==> src/rtl/sequence_generator_if.sv <==
// Control and serial-output bundle for sequence_generator.
// The master drives the controls; the slave returns the serial stream and status.
interface sequence_generator_if #(
    parameter int PAT_W = 5,
    parameter int GAP_W = 4
);
    logic             start;
    logic             abort;
    logic             load_pattern;
    logic [PAT_W-1:0] pattern_in;
    logic [3:0]       repeat_cnt;
    logic [GAP_W-1:0] gap_len;
    logic             x_out;
    logic             x_valid;
    logic             busy;
    logic             done;

    modport master (
        output start, abort, load_pattern, pattern_in, repeat_cnt, gap_len,
        input  x_out, x_valid, busy, done
    );

    modport slave (
        input  start, abort, load_pattern, pattern_in, repeat_cnt, gap_len,
        output x_out, x_valid, busy, done
    );
endinterface

==> src/rtl/sequence_generator.sv <==
// Serial pattern transmitter: MSB-first frames with repeat, idle gap, abort and done pulse.
// Optional SEQGEN_PARITY_EN appends an even-parity bit to every frame.
module sequence_generator #(
    parameter int               PAT_W       = 5,
    parameter logic [PAT_W-1:0] DEF_PATTERN = 5'b10110,
    parameter int               GAP_W       = 4
) (
    input logic               clk,
    input logic               reset,
    sequence_generator_if.slave bus
);

`ifdef SEQGEN_PARITY_EN
    localparam int FRAME_W = PAT_W + 1;

    function automatic logic [FRAME_W-1:0] build_frame(input logic [PAT_W-1:0] pat);
        return {pat, ^pat};
    endfunction
`else
    localparam int FRAME_W = PAT_W;

    function automatic logic [FRAME_W-1:0] build_frame(input logic [PAT_W-1:0] pat);
        return pat;
    endfunction
`endif

    localparam int               BIT_W    = $clog2(FRAME_W);
    localparam logic [BIT_W-1:0] LAST_BIT = BIT_W'(FRAME_W - 1);

    typedef enum logic [1:0] {IDLE, SHIFT, GAP, DONE} state_t;

    state_t             state;
    logic [PAT_W-1:0]   pattern;
    logic [FRAME_W-1:0] shreg;
    logic [BIT_W-1:0]   bit_pos;
    logic [3:0]         frame_cnt;
    logic [GAP_W-1:0]   gap_cnt;
    logic [GAP_W-1:0]   gap_len_r;
    logic [FRAME_W-1:0] frame_start;
    logic [FRAME_W-1:0] frame_cur;

    // A same-edge load wins, so the first frame is built from pattern_in.
    always_comb begin
        frame_start = build_frame(bus.load_pattern ? bus.pattern_in : pattern);
        frame_cur   = build_frame(pattern);
    end

    // NOTE: sequential state uses non-blocking assignments so every register samples pre-edge values.
    always_ff @(posedge clk or posedge reset) begin
        if (reset) begin
            state       <= IDLE;
            pattern     <= DEF_PATTERN;
            shreg       <= '0;
            bit_pos     <= '0;
            frame_cnt   <= '0;
            gap_cnt     <= '0;
            gap_len_r   <= '0;
            bus.x_out   <= 1'b0;
            bus.x_valid <= 1'b0;
            bus.busy    <= 1'b0;
            bus.done    <= 1'b0;
        end else if ((state == SHIFT || state == GAP) && bus.abort) begin
            state       <= IDLE;
            bus.x_out   <= 1'b0;
            bus.x_valid <= 1'b0;
            bus.busy    <= 1'b0;
        end else begin
            case (state)
                IDLE: begin
                    if (bus.load_pattern) pattern <= bus.pattern_in;
                    if (bus.start) begin
                        frame_cnt   <= bus.repeat_cnt;
                        gap_len_r   <= bus.gap_len;
                        bit_pos     <= '0;
                        bus.x_out   <= frame_start[FRAME_W-1];
                        shreg       <= frame_start << 1;
                        bus.x_valid <= 1'b1;
                        bus.busy    <= 1'b1;
                        state       <= SHIFT;
                    end
                end
                SHIFT: begin
                    if (bit_pos != LAST_BIT) begin
                        bit_pos   <= bit_pos + BIT_W'(1);
                        bus.x_out <= shreg[FRAME_W-1];
                        shreg     <= shreg << 1;
                    end else if (frame_cnt != 4'd0) begin
                        frame_cnt <= frame_cnt - 4'd1;
                        if (gap_len_r != '0) begin
                            gap_cnt     <= gap_len_r;
                            bus.x_out   <= 1'b0;
                            bus.x_valid <= 1'b0;
                            state       <= GAP;
                        end else begin
                            bit_pos   <= '0;
                            bus.x_out <= frame_cur[FRAME_W-1];
                            shreg     <= frame_cur << 1;
                        end
                    end else begin
                        bus.x_out   <= 1'b0;
                        bus.x_valid <= 1'b0;
                        bus.busy    <= 1'b0;
                        bus.done    <= 1'b1;
                        state       <= DONE;
                    end
                end
                GAP: begin
                    if (gap_cnt == GAP_W'(1)) begin
                        bit_pos     <= '0;
                        bus.x_out   <= frame_cur[FRAME_W-1];
                        shreg       <= frame_cur << 1;
                        bus.x_valid <= 1'b1;
                        state       <= SHIFT;
                    end else begin
                        gap_cnt <= gap_cnt - GAP_W'(1);
                    end
                end
                DONE: begin
                    bus.done <= 1'b0;
                    state    <= IDLE;
                end
                default: state <= IDLE;
            endcase
        end
    end

endmodule

==> src/flat_wrapper.sv <==
// flat-port wrapper written by rule: the top's interface ports become plain ports
module sequence_generator_flat 
#(
    parameter int               PAT_W       = 5,
    parameter logic [PAT_W-1:0] DEF_PATTERN = 5'b10110,
    parameter int               GAP_W       = 4
)
  (clk, reset, bus_start, bus_abort, bus_load_pattern, bus_pattern_in, bus_repeat_cnt, bus_gap_len, bus_x_out, bus_x_valid, bus_busy, bus_done);
  sequence_generator_if #(.PAT_W(PAT_W), .GAP_W(GAP_W)) bus_i ();
  input logic clk;
  input logic reset;
  input wire logic [$bits(bus_i.start)-1:0] bus_start;
  input wire logic [$bits(bus_i.abort)-1:0] bus_abort;
  input wire logic [$bits(bus_i.load_pattern)-1:0] bus_load_pattern;
  input wire logic [$bits(bus_i.pattern_in)-1:0] bus_pattern_in;
  input wire logic [$bits(bus_i.repeat_cnt)-1:0] bus_repeat_cnt;
  input wire logic [$bits(bus_i.gap_len)-1:0] bus_gap_len;
  output wire logic [$bits(bus_i.x_out)-1:0] bus_x_out;
  output wire logic [$bits(bus_i.x_valid)-1:0] bus_x_valid;
  output wire logic [$bits(bus_i.busy)-1:0] bus_busy;
  output wire logic [$bits(bus_i.done)-1:0] bus_done;
  assign bus_i.start = bus_start;
  assign bus_i.abort = bus_abort;
  assign bus_i.load_pattern = bus_load_pattern;
  assign bus_i.pattern_in = bus_pattern_in;
  assign bus_i.repeat_cnt = bus_repeat_cnt;
  assign bus_i.gap_len = bus_gap_len;
  assign bus_x_out = bus_i.x_out;
  assign bus_x_valid = bus_i.x_valid;
  assign bus_busy = bus_i.busy;
  assign bus_done = bus_i.done;
  sequence_generator #(.PAT_W(PAT_W), .DEF_PATTERN(DEF_PATTERN), .GAP_W(GAP_W)) u_core (.clk(clk), .reset(reset), .bus(bus_i));
endmodule
==> config.mk <==
export PLATFORM = sky130hd
export DESIGN_NAME = sequence_generator_flat
export DESIGN_NICKNAME = d
export VERILOG_FILES = /design/src/rtl/sequence_generator_if.sv /design/src/rtl/sequence_generator.sv /design/src/flat_wrapper.sv
export SDC_FILE = /design/constraint.sdc
export NUM_CORES = 1
export LEC_CHECK = 0
export BUFFER_PORTS_ARGS = -buffer_cell sky130_fd_sc_hd__buf_4
export CORE_ASPECT_RATIO = 1.2
export CORE_MARGIN = 4
export CORE_UTILIZATION = 60
export CTS_CLUSTER_SIZE = 10
export DETAILED_ROUTE_END_ITERATION = 12
export PLACE_DENSITY = 0.93
export SLEW_MARGIN = 25
export SYNTH_ARGS = -nofsm -noshare
export SYNTH_HDL_FRONTEND = slang
export SYNTH_SLANG_ARGS = --single-unit
==> constraint.sdc <==
create_clock -name clk -period 2.95 [get_ports clk]
set_input_delay 0.7375 -clock clk [delete_from_list [all_inputs] [get_ports clk]]
set_output_delay 0.7375 -clock clk [all_outputs]
set_load 0.01 [all_outputs]
==> results.txt <==
----------------------------------------------------
[Global route]
  Aggregate global routing overflow ... 0
  Pin count of the biggest net entering global routing ... 31
  Initial antenna violation count ... 0
  Global routing usage summed across all routing layers ... a little under a quarter
  Vias in the first global route ... approximately 1500
  Global-route wire length before repair ... approximately 6700 um

[Critical path]
  Critical R2R Launch ... u_core.state[0]
  Reg-to-reg critical path endpoint ... u_core.shreg[1]
  Type of element capturing the critical path ... flop
  Data arrival time at the worst-slack endpoint ... ~2.4 ns
  Startpoint class of the critical path ... flop
  Highest net fanout along the worst path ... 15
  Start-to-end type of the worst setup path ... flop to flop
  Critical Path RT ... roughly 3.2 ns
  Number of cells traversed by the worst register-to-register path ... 6
  Minimum setup slack among reg-to-reg paths ... just over 0.8 ns

[Synth]
  Commonest register cell after synthesis ... sky130_fd_sc_hd__dfrtp_1
  Mean cell area of the mapped netlist ... around 9.5 um2
  Async set-reset flop share out of synthesis ... 100.0%
  Post-Syn Nets ... 216
  Post-Syn Instances ... between 150 and 200
  Post-synthesis adder-cell area fraction ... under 10%
  Dominant combinational cell family by area after synthesis ... compound AO/OA/AOI/OAI gates
  Area share of the largest cell type after synthesis ... a little under two fifths
  Most instantiated library cell after synthesis ... sky130_fd_sc_hd__dfrtp_1
  Post-synthesis register bit count ... 30
  Area share of and/or/nand/nor cells after synthesis ... roughly 17%
  Mux share of post-synthesis cell area ... under 10%
  Most instantiated cells after synthesis ... sky130_fd_sc_hd__dfrtp_1 (27), sky130_fd_sc_hd__o21ai_0 (17), sky130_fd_sc_hd__a21oi_1 (15)
  Sequential area share after synthesis ... 42.14%
  Largest cells by area after synthesis ... sky130_fd_sc_hd__dfrtp_1 (38%), sky130_fd_sc_hd__ha_1 (6.3%), sky130_fd_sc_hd__mux2_2 (5.7%)
  Synthesis Warnings ... 0
  Number of synthesized flops with an enable pin ... 0
  XOR/XNOR Fraction of Synth Area ... 0%
  Post-synthesis instance area ... approximately 0.0018 mm2
  Compound-cell area share of the yosys netlist ... between 20% and 30%
  Post-synth cell types ... 48
  Cell taking the most area after synthesis ... sky130_fd_sc_hd__dfrtp_1

[Final layout]
  Post-synthesis to final-layout area growth ... 13.70%
  Count of nets after finishing ... approximately 240
  Share of layout cells above drive strength 1 ... around a quarter
  Post-route cell area ... 0.002036 mm2
  Final design utilization ... between 70% and 80%
  N_diodes ... 0

[Drt]
  Drt initial violations ... around 110
  Routed length per instance ... about 16 um
  Vias per cell ... roughly 6.2
  DRC ... 0
  WL final ... 3880 um
  Detailed Routing Iterations Pass 1 ... 5
  Residual antenna-violating net count after detailed routing ... 0
  Number of vias in the routed layout ... ~1500

[CTS]
  TritonCTS clock tree ... built
  Num Clock Sinks ... 30
  CTS Hold Buffers Added ... 0
  Clock root buffer master ... sky130_fd_sc_hd__clkbuf_4
  Num CTS Buffers ... 5
  Later-pin clock latency in the skew report ... between 0.3 and 0.4 ns
  Setup Fix Bufs, Post-CTS ... 0
  Clock-pin slew on the worst setup and hold paths ... 0.09 ns
  Max Buffers Root-to-Sink ... 2
  H-tree levels ... 2
  Post_cts resized ... 0

[Power and ir drop]
  Areal power density over the cells ... 1076 mW/mm2
  Maximum vdd ir drop ... 0.7291 mV
  Pleak ... about 0.90 nW
  Total Power Consumption ... roughly 2.2 mW

[STA]
  Remaining max-slew budget at the tightest pin ... between 60% and 70%
  Pins Over Slew Limit ... 0
  Final number of setup-violating endpoints ... 0
  Fin Setup TNS ... 0 ns
  Pin slew with the least headroom to its limit ... between 0.5 and 0.6 ns
  Unrepaired setup endpoints after global routing ... no
  Hold Violations, Final ... 0
  Setup skew after layout ... about 0.0036 ns
  Final cycle utilization of the critical path ... 72.46%
  Final worst path period need ... about 2.1 ns
  Hold Worst Slack ... 0.4744 ns
  Maximum clock frequency ... 0.4678 GHz

[Floorplan]
  Die Footprint ... around 0.004 mm2
  Core region area ... roughly 0.0028 mm2
  I/O pins ... 22
  Die X-Extent ... a little under 60 um
  Vert. Die Dim ... between 60 and 70 um
  Effective utilization at floorplan ... 63.10%
  Number of core rows ... 21

[Placement]
  Weighted congestion at the end of routability-driven global placement ... roughly 0.83
  Placement Cell Area ... roughly 0.002 mm2
  I/O Buffers ... 21
  Final HPWL from detailed placement ... around 2800 um

[Min path]
  Worst min-delay path category ... primary input to asynchronous set/reset pin

[Outcome]
  Status ... finished, final reports clean

[Flow run]
  Number of maximum-capacitance violations ... 0

----------------------------------------------------
## cells by family after synthesis
logic type / after synthesis
compound gates: 61
flops: 30
buf+inv: 22
simple gates: 55
mux: 12
fa+ha+maj: 9
## power by group
| group | total [mW] | switching (mW) | internal [mW] |
|---|---|---|---|
| logic | 1.14 | 0.642 | 0.500 |
| clock network | 0.259 | 0.143 | 0.115 |
| registers | 0.789 | 0.169 | 0.620 |
## critical path, cell delays in order, from the launching register on
cell                       delay (ns)
sky130_fd_sc_hd__dfrtp_1         0.41
sky130_fd_sc_hd__inv_1           0.12
sky130_fd_sc_hd__ha_1            0.52
sky130_fd_sc_hd__inv_1           0.16
sky130_fd_sc_hd__o211ai_1        0.38
sky130_fd_sc_hd__nor2_2          0.15
sky130_fd_sc_hd__mux2_2          0.29
## metal layers
metal / track usage, % / routed length (um) / share of wire (%) / vias up
li1: - / - / - / 738
met1: 27.05 / 1582 / 41 / 717
met2: 37.71 / 1931 / 50 / 58
met3: 5.472 / 277 / 7.1 / 7
met4: 11.30 / 89 / 2.3 / 0
met5: 0 / 0 / 0 / -
## registers in the layout, summed over array words and instances (netlist names)
name	cells
u_core.bit_pos	3
u_core.bus.busy	1
u_core.bus.done	1
u_core.bus.x_out	1
u_core.bus.x_valid	1
u_core.frame_cnt	4
u_core.frame_cur	5
u_core.gap_cnt	4
u_core.gap_len_r	4
u_core.shreg	4
u_core.state	2
## area by class of cell
type / count / area [um2]
Timing Repair Buffer: 23 / 172.7
Fill cell: 227 / 802.0
Clock inverter: 1 / 5.005
Sequential cell: 30 / 754.5
Multi-Input combinational cell: 137 / 949.7
Tap cell: 34 / 42.54
Inverter: 15 / 56.30
Clock buffer: 7 / 55.05
## how the worst max path moves through the flow
stage	startpoint	to	slack [ns]	depth (start not counted)
2_1_floorplan	u_core.state[0]	u_core.shreg[1]	1.13	6
3_3_place_gp	u_core.state[1]	u_core.gap_cnt[1]	0.91	8
3_5_place_dp	u_core.state[0]	u_core.shreg[1]	0.86	6
4_1_cts	u_core.state[0]	u_core.shreg[1]	0.84	6
5_1_grt	u_core.state[0]	u_core.shreg[4]	0.64	6
6_report	u_core.state[0]	u_core.shreg[1]	0.81	6
## layout by cell type, fill, tap and decap left out, types with 2 or more instances in the layout
master | Yosys | layout
sky130_fd_sc_hd__inv_1 | 14 | 14
sky130_fd_sc_hd__nand4_1 | 2 | 2
sky130_fd_sc_hd__o21ai_0 | 17 | 17
sky130_fd_sc_hd__a21oi_1 | 15 | 15
sky130_fd_sc_hd__or3b_1 | 2 | 2
sky130_fd_sc_hd__a22oi_1 | 6 | 6
sky130_fd_sc_hd__nand3_1 | 6 | 6
sky130_fd_sc_hd__dfrtp_1 | 27 | 27
sky130_fd_sc_hd__nand2_1 | 14 | 14
sky130_fd_sc_hd__buf_4 | 0 | 23
sky130_fd_sc_hd__nor2_1 | 10 | 10
sky130_fd_sc_hd__a211oi_1 | 2 | 2
sky130_fd_sc_hd__mux2i_1 | 3 | 3
sky130_fd_sc_hd__mux2_2 | 9 | 9
sky130_fd_sc_hd__o211ai_1 | 2 | 2
sky130_fd_sc_hd__clkbuf_4 | 0 | 5
sky130_fd_sc_hd__dfstp_2 | 3 | 3
sky130_fd_sc_hd__nor3b_1 | 2 | 2
sky130_fd_sc_hd__nand4b_1 | 2 | 2
sky130_fd_sc_hd__o22a_1 | 2 | 2
sky130_fd_sc_hd__a22o_1 | 2 | 2
sky130_fd_sc_hd__nor3_1 | 6 | 6
sky130_fd_sc_hd__a31oi_1 | 3 | 3
sky130_fd_sc_hd__ha_1 | 9 | 9
## stage by stage
step | std cells | worst slack (ns)
detailed placement | 239 | 0.8575
finish | 247 | 0.8123
CTS | 247 | 0.8438
global placement | 239 | 0.9122
floorplan | 189 | 1.127
global route | 247 | 0.6373
(Power assumes the default switching activity.)
